==> config.mk <==
export PLATFORM = sky130hd
export DESIGN_NAME = branch_predictor
export DESIGN_NICKNAME = d
export VERILOG_FILES = /design/src/rtl/branch_predictor.sv
export SDC_FILE = /design/constraint.sdc
export NUM_CORES = 2
export LEC_CHECK = 0
export BUFFER_PORTS_ARGS = -buffer_cell sky130_fd_sc_hd__buf_2
export CORE_ASPECT_RATIO = 0.8
export CORE_MARGIN = 10
export CORE_UTILIZATION = 50
export CTS_BUF_LIST = sky130_fd_sc_hd__clkbuf_8
export CTS_CLUSTER_SIZE = 10
export DETAILED_ROUTE_END_ITERATION = 10
export GPL_TIMING_DRIVEN = 0
export PLACE_DENSITY = 0.82
export SYNTH_ARGS = -nofsm -noshare
export SYNTH_HDL_FRONTEND = slang
export SYNTH_SLANG_ARGS = --single-unit
export TNS_END_PERCENT = 20
==> constraint.sdc <==
create_clock -name CLK -period 6 [get_ports CLK]
set_input_delay 1.2 -clock CLK [delete_from_list [all_inputs] [get_ports CLK]]
set_output_delay 1.2 -clock CLK [all_outputs]
set_load 0.02 [all_outputs]
==> src/rtl/branch_predictor.sv <==
// Fetch-stage branch target buffer with 2-bit saturating direction counters.
//
// mux_types_pkg (in this file) defines predMux, the PC-select encoding shared
// with the PC-select logic: OPC = take PC+4, PPC = take the predicted target.
//
// branch_predictor ports:
//   CLK, RST          core clock; synchronous active-high reset
//   fetch_pc          PC being fetched (word aligned)
//   pred_sel          OPC / PPC select for the PC mux (combinational)
//   pred_target       predicted target of fetch_pc, 0 on a miss (combinational)
//   res_valid         a branch resolves in execute this cycle
//   res_pc, res_npc   PC of the resolving branch and res_pc + 4
//   res_taken         actual branch outcome
//   res_target        actual taken target
//   res_pred          prediction that was used for this branch
//   res_pred_target   target that was used when res_pred = PPC
//   flush             misprediction; younger stages must be squashed
//   fix_pc            corrected next PC, 0 when res_valid = 0
//   branch_count      resolved branches since reset (saturating)
//   mispredict_count  mispredictions since reset (saturating)
//
// Resolution interface: res_valid is a single-cycle qualifier with no
// back-pressure; every cycle it is high, the res_* fields describe exactly
// one branch and are consumed on that clock edge.

package mux_types_pkg;
  typedef enum logic {
    OPC = 1'b0,
    PPC = 1'b1
  } predMux;
endpackage

module branch_predictor
  import mux_types_pkg::*;
#(
  parameter int ENTRIES = 16
) (
  input  logic        CLK,
  input  logic        RST,
  input  logic [31:0] fetch_pc,
  output predMux      pred_sel,
  output logic [31:0] pred_target,
  input  logic        res_valid,
  input  logic [31:0] res_pc,
  input  logic [31:0] res_npc,
  input  logic        res_taken,
  input  logic [31:0] res_target,
  input  predMux      res_pred,
  input  logic [31:0] res_pred_target,
  output logic        flush,
  output logic [31:0] fix_pc,
  output logic [31:0] branch_count,
  output logic [31:0] mispredict_count
);

  localparam int IDX = $clog2(ENTRIES);
  localparam int TW  = 30 - IDX;

  logic            valid_q  [ENTRIES];
  logic [TW-1:0]   tag_q    [ENTRIES];
  logic [31:0]     target_q [ENTRIES];
  logic [1:0]      ctr_q    [ENTRIES];
  logic [31:0]     branch_q;
  logic [31:0]     mispred_q;

  // Byte-offset bits of both PCs carry no information for word-aligned code.
  logic            unused_pc_bits;
  assign unused_pc_bits = ^{fetch_pc[1:0], res_pc[1:0]};

  // Fetch-side lookup
  logic [IDX-1:0]  f_idx;
  logic [TW-1:0]   f_tag;
  logic            f_hit;

  assign f_idx = fetch_pc[IDX+1:2];
  assign f_tag = fetch_pc[31:IDX+2];
  assign f_hit = valid_q[f_idx] && (tag_q[f_idx] == f_tag);

  assign pred_sel    = (f_hit && ctr_q[f_idx][1]) ? PPC : OPC;
  assign pred_target = f_hit ? target_q[f_idx] : 32'd0;

  // Resolution-side lookup and misprediction detection
  logic [IDX-1:0]  r_idx;
  logic [TW-1:0]   r_tag;
  logic            r_hit;
  logic            used_ppc;

  assign r_idx    = res_pc[IDX+1:2];
  assign r_tag    = res_pc[31:IDX+2];
  assign r_hit    = valid_q[r_idx] && (tag_q[r_idx] == r_tag);
  assign used_ppc = (res_pred == PPC);

  // Wrong direction, or right direction (taken) but jumped to a stale target.
  assign flush  = res_valid &&
                  ((used_ppc != res_taken) ||
                   (used_ppc && res_taken && (res_pred_target != res_target)));
  assign fix_pc = !res_valid ? 32'd0 : (res_taken ? res_target : res_npc);

  // Next-state for the indexed entry's counter
  logic [1:0]      ctr_d;

  always_comb begin
    ctr_d = ctr_q[r_idx];
    if (res_taken) begin
      if (ctr_q[r_idx] != 2'b11) ctr_d = ctr_q[r_idx] + 2'd1;
    end else begin
      if (ctr_q[r_idx] != 2'b00) ctr_d = ctr_q[r_idx] - 2'd1;
    end
  end

  always_ff @(posedge CLK) begin
    if (RST) begin
      for (int i = 0; i < ENTRIES; i++) begin
        valid_q[i]  <= 1'b0;
        tag_q[i]    <= '0;
        target_q[i] <= 32'd0;
        ctr_q[i]    <= 2'b01;
      end
      branch_q  <= 32'd0;
      mispred_q <= 32'd0;
    end else if (res_valid) begin
      if (r_hit) begin
        ctr_q[r_idx] <= ctr_d;
        if (res_taken) target_q[r_idx] <= res_target;
      end else if (res_taken) begin
        // Allocation evicts whatever alias occupied this index.
        valid_q[r_idx]  <= 1'b1;
        tag_q[r_idx]    <= r_tag;
        target_q[r_idx] <= res_target;
        ctr_q[r_idx]    <= 2'b10;
      end
      if (branch_q != 32'hFFFF_FFFF) branch_q <= branch_q + 32'd1;
      if (flush && (mispred_q != 32'hFFFF_FFFF)) mispred_q <= mispred_q + 32'd1;
    end
  end

  assign branch_count     = branch_q;
  assign mispredict_count = mispred_q;

endmodule

# --- After elaboration in Yosys (flattened, before gate mapping) ---
# Memory sizes are Yosys's and may differ from the RTL's.
# Cells that the tools add are included.
totals:
  regBits: 64
  latch_bits: 0
  mem_bits_rw: 976
  romBits: 0
  output_inout_bits: 130
  elab_cells: 70
  mem_count: 4
memory_table:
  columns: ["memory", "depth", "word_bits", "read_ports", "rd_clocked_by_memory_dff", "write_ports", "line_no", "text"]
  rows:
  - ["target_q", 16, 32, 1, 0, 16, "61", "logic [31:0] target_q [ENTRIES];"]
  - ["tag_q", 16, 26, 2, 0, 16, "60", "logic [TW-1:0] tag_q [ENTRIES];"]
  - ["ctr_q", 16, 2, 2, 0, 16, "62", "logic [1:0] ctr_q [ENTRIES];"]
  - ["valid_q", 16, 1, 2, 0, 16, "59", "logic valid_q [ENTRIES];"]
classes:
  addsub: 4
  mul: 0
  div: 0
  n_lt_le_gt_ge: 0
  eq_ne: 7
  shifts: 0
  mux: 36
  n_bitwise: 2
  reduce_logical: 15
ops:
  columns: ["op", "count"]
  rows:
  - ["$mux 32", 5]
  - ["$add 32x1->32 const B", 2]
  - ["$ne 32x32->1 const B", 2]
  - ["$eq 26x26->1", 2]
  - ["$ne 32x32->1", 1]
  - ["$reduce_or 32->1", 1]
  - ["$mux 26", 1]
  - ["$reduce_or 26->1", 1]
  - ["$mux 1", 21]
  - ["$mux 4", 4]
  - ["$mux 2", 5]
  - ["$logic_and 1x1->1", 7]
  - ["$reduce_and 2->1", 2]
  - ["$add 2x1->2 const B", 1]
  - ["$ne 2x2->1 const B", 1]
  - ["$or 1x1->1", 2]
  - ["$reduce_bool 2->1", 1]
  - ["$reduce_or 2->1", 1]
  - ["$sub 2x1->2 const B", 1]
  - ["$logic_or 1x1->1", 1]
  - ["$ne 1x1->1", 1]
  - ["$reduce_or 1->1", 1]

# --- Logic depth before layout (Yosys ltp) ---
# An unclocked memory read counts as a cell.
logic_depth:
  word_depth: 10
  mapped_depth: 16

# --- Worst setup path after synthesis ---
# OpenSTA, ideal clock, no wires.
synth_path:
  path_kind: "input-to-reg"
  startpoint: "input res_pc[5]"
  endpoint: "memory ctr_q[8][0], enable pin"
  arrival_ns: 5.472
  required_time_ns: 5.685
  path_slack_ns: 0.213
  path_stages: 10
  path_buffers: 7
  cell_sequence: "buf_4 > buf_2 > buf_4 > buf_4 > clkbuf_1 > buf_1 > nand2_1 > clkbuf_1 > o21ai_0 > o21bai_1"
synth_rtl:
  columns: ["item", "line_no", "text"]
  rows:
  - ["from (decl)", "44", "input logic [31:0] res_pc,"]
  - ["to (decl)", "62", null]

==> metrics.yaml <==
setup_path:
  path_max_fanout: 10
  worstSetupStartpointType: "primary input"
  setup.worst_path.start: "res_pc[2]"
  arrival_ns: 7.05
  r2r_start: "tag_q[7][25]"
  worstPathRequired_ns: 6.74
  endpoint_kind: "flip-flop"
  path_class: "in2reg"
synth:
  synth-seq-cells: 1040
  synth_edf_count: 960
  yosys.area.top_type_share: 0.545
  syn_area_um2: 52900
  ys.flop_type: "edfxtp_1"
  ys_top_cells_by_count: "edfxtp_1 (960), and3_1 (527), mux4_2 (378), clkbuf_1 (340), and2_1 (257)"
  seq_area_frac_synth: 0.575
  yosys.area.top_type: "edfxtp_1"
  syn-num-nets: 3894
  synth_most_common_cell: "edfxtp_1"
  syn_inst: 3726
  synth-async-reset-ratio: 0
  yosysWarnings: 0
  synth_cell_types: 71
  synthTopCellsByArea: "edfxtp_1 (55%), mux4_2 (16%), and3_1 (6.2%), and2_1 (3.0%), dfxtp_1 (3.0%)"
  syn-mean-instance-area_um2: 14.2
clock_network:
  clk_latency_ns: 0.92
  clk_pin_slew_worst_paths_ns: 0.06
  clock_sinks: 1040
  clk_path_buf_depth: 3
  cts_tree: "built"
  ctsHtreeMaxLevel: 4
  hold_buffers: 0
  root_buffer: "clkbuf_8"
  numCtsBuffers: 167
worst_hold_path:
  hold_path_class: "reg2reg"
  min_from: "valid_q[3]"
sta:
  skew_ns: 0.0774
  hold_violations: 0
  fin_ws_ns: -0.302
  slew_viol_final: 0
  setup_tns_ns: -57.95
  period_share: 1.05
  maxSlewHeadroom: 0.0446
  rsz0062_at_grt: "true"
  tightest_slew_ns: 1.43
  finalCriticalPeriod_ns: 6.30
  max_freq_mhz: 159
  setup_viol: 513
floorplan:
  die_h_um: 311
  rows: 106
  ios: 295
  die_x_um: 384
  die_area_um2: 119000
  core_um2: 105000
  initial_core_util: 0.505
status:
  violations: "setup timing"
  status: "finished with violations"
finish:
  fin_nets: 4328
  drive_gt1_frac: 0.248
  area_delta_synth_final_pct: 13.3
  stdcell_count: 5712
  fill_cells: 8046
pwr:
  pwr_density_cell_nw_per_um2: 274
  leakage_nw: 22.5
  vdd_drop_max_mv: 0.179
grt:
  antenna_found_initial: 20
  grt_pass1_vias: 39547
  grt_max_degree: 34
  grt.total_usage: 0.318
  grt_remaining_overflow: 0
  grt_pass1_wl_um: 276000
detailed_routing:
  wire_per_inst_um: 34.4
  routed_wl_um: 196000
  num_vias: 40332
  drt_iter0_drc: 7603
  vias_per_cell: 7.06
  firstDrtPassIters: 9
  ant_nets: 0
  drcViolationCount: 0
run:
  maxCapViolations: 0
placed_design:
  io_buffer_count: 243
  dp.cells: 5386
  routabilityCongestion: 1.07
  dp.final_hpwl_um: 139000
## report_power, final
| group | switching, mW | total (mW) | internal [mW] |
|---|---|---|---|
| Clock | 3.04 | 5.90 | 2.85 |
| Combinational | 1.32 | 2.09 | 0.771 |
| Sequential | 0.160 | 8.43 | 8.27 |
## routing by layer
layer / vias up / routed length, um / GRT usage
met5: - / 167 / 0
met4: 12 / 11000 / 0.145
met3: 799 / 39200 / 0.181
met2: 4435 / 80300 / 0.435
met1: 19602 / 65600 / 0.406
li1: 15484 / - / -
## path summary, 6_finish.rpt
check | end | slack (ns) | depth (start not counted)
hold / removal | valid_q[3] | 0.48 | 1
setup / recovery | tag_q[5][22] | -0.30 | 15
setup reg to reg | tag_q[5][22] | 1.16 | 10
hold reg to reg | valid_q[3] | 0.48 | 1
## cells in the final DEF (no fill, tap or decap), drive strengths merged, types with 80 or more instances in the layout
| cell | instances |
|---|---|
| dfxtp | 80 |
| clkbuf | 513 |
| mux4 | 378 |
| edfxtp | 960 |
| nor2 | 126 |
| inv | 86 |
| and3 | 527 |
| buf | 359 |
| nor4 | 181 |
| and2 | 257 |
| xnor2 | 81 |
| mux2i | 101 |
## state kept, by name, indices dropped and copies added (netlist names)
| register | flops |
|---|---|
| branch_count | 32 |
| tag_q | 416 |
| ctr_q | 32 |
| target_q | 512 |
| mispredict_count | 32 |
| valid_q | 16 |
## timing repair
action,CTS,global route
setup endpoints to repair,639,647
pin swaps,2,3
resized for setup,127,56
buffers inserted,4,6
## logic make-up (layout without fill, tap and decap cells)
kind of cell               count (synthesis)  count (layout)  share of synthesized area
adders and majority gates                  3               3                   0.000710
AOI/OAI and AO/OA                        182             182                     0.0241
DFF                                     1040            1040                      0.575
and+or+nand+nor                         1386            1386                      0.154
other                                      0              17                          0
buffers and inverters                    466            1031                     0.0356
muxes                                    515             515                      0.188
xor gates and xnor gates                 134             134                     0.0222
## metrics by stage
step	setup WS, ns	utilization	power, mW	hold slack (ns)	cell area, um^2
2_1_floorplan	0.213	-	9.67	0.438	52900
3_3_place_gp	-3.72	0.533	10.4	0.456	55900
3_5_place_dp	-2.71	0.538	10.5	0.462	56300
4_1_cts	0.000237	0.570	16.2	0.475	59700
5_1_grt	-0.105	0.571	16.7	0.502	59900
6_report	-0.302	0.572	16.4	0.482	59900
## area by class of cell
type                       count  area, um^2  share of cell area
antenna                       17        42.5            0.000710
clock buffer                 176        2420              0.0404
buffer                       437        2000              0.0333
timing repair buffer         266        1670              0.0278
tap                         1404        1760              0.0293
inverter                      28         105             0.00175
sequential                  1040       30400               0.508
multi-input combinational   2220       20800               0.348
clock inverter               124         642              0.0107
## worst max-delay path, cell delays in order
cell and delay (ns):
buf_2 0.11, buf_2 0.38, buf_2 0.55, buf_4 0.45
nand2_1 0.45, o22ai_1 0.33, a221oi_1 0.14, nand2b_1 0.27
a41oi_1 0.60, nand3b_1 0.25, nor4_4 0.07, buf_4 0.22
nor3_1 0.86, clkbuf_1 0.87, and2_1 0.25
No activity file was read; power rests on OpenSTA's default activity.
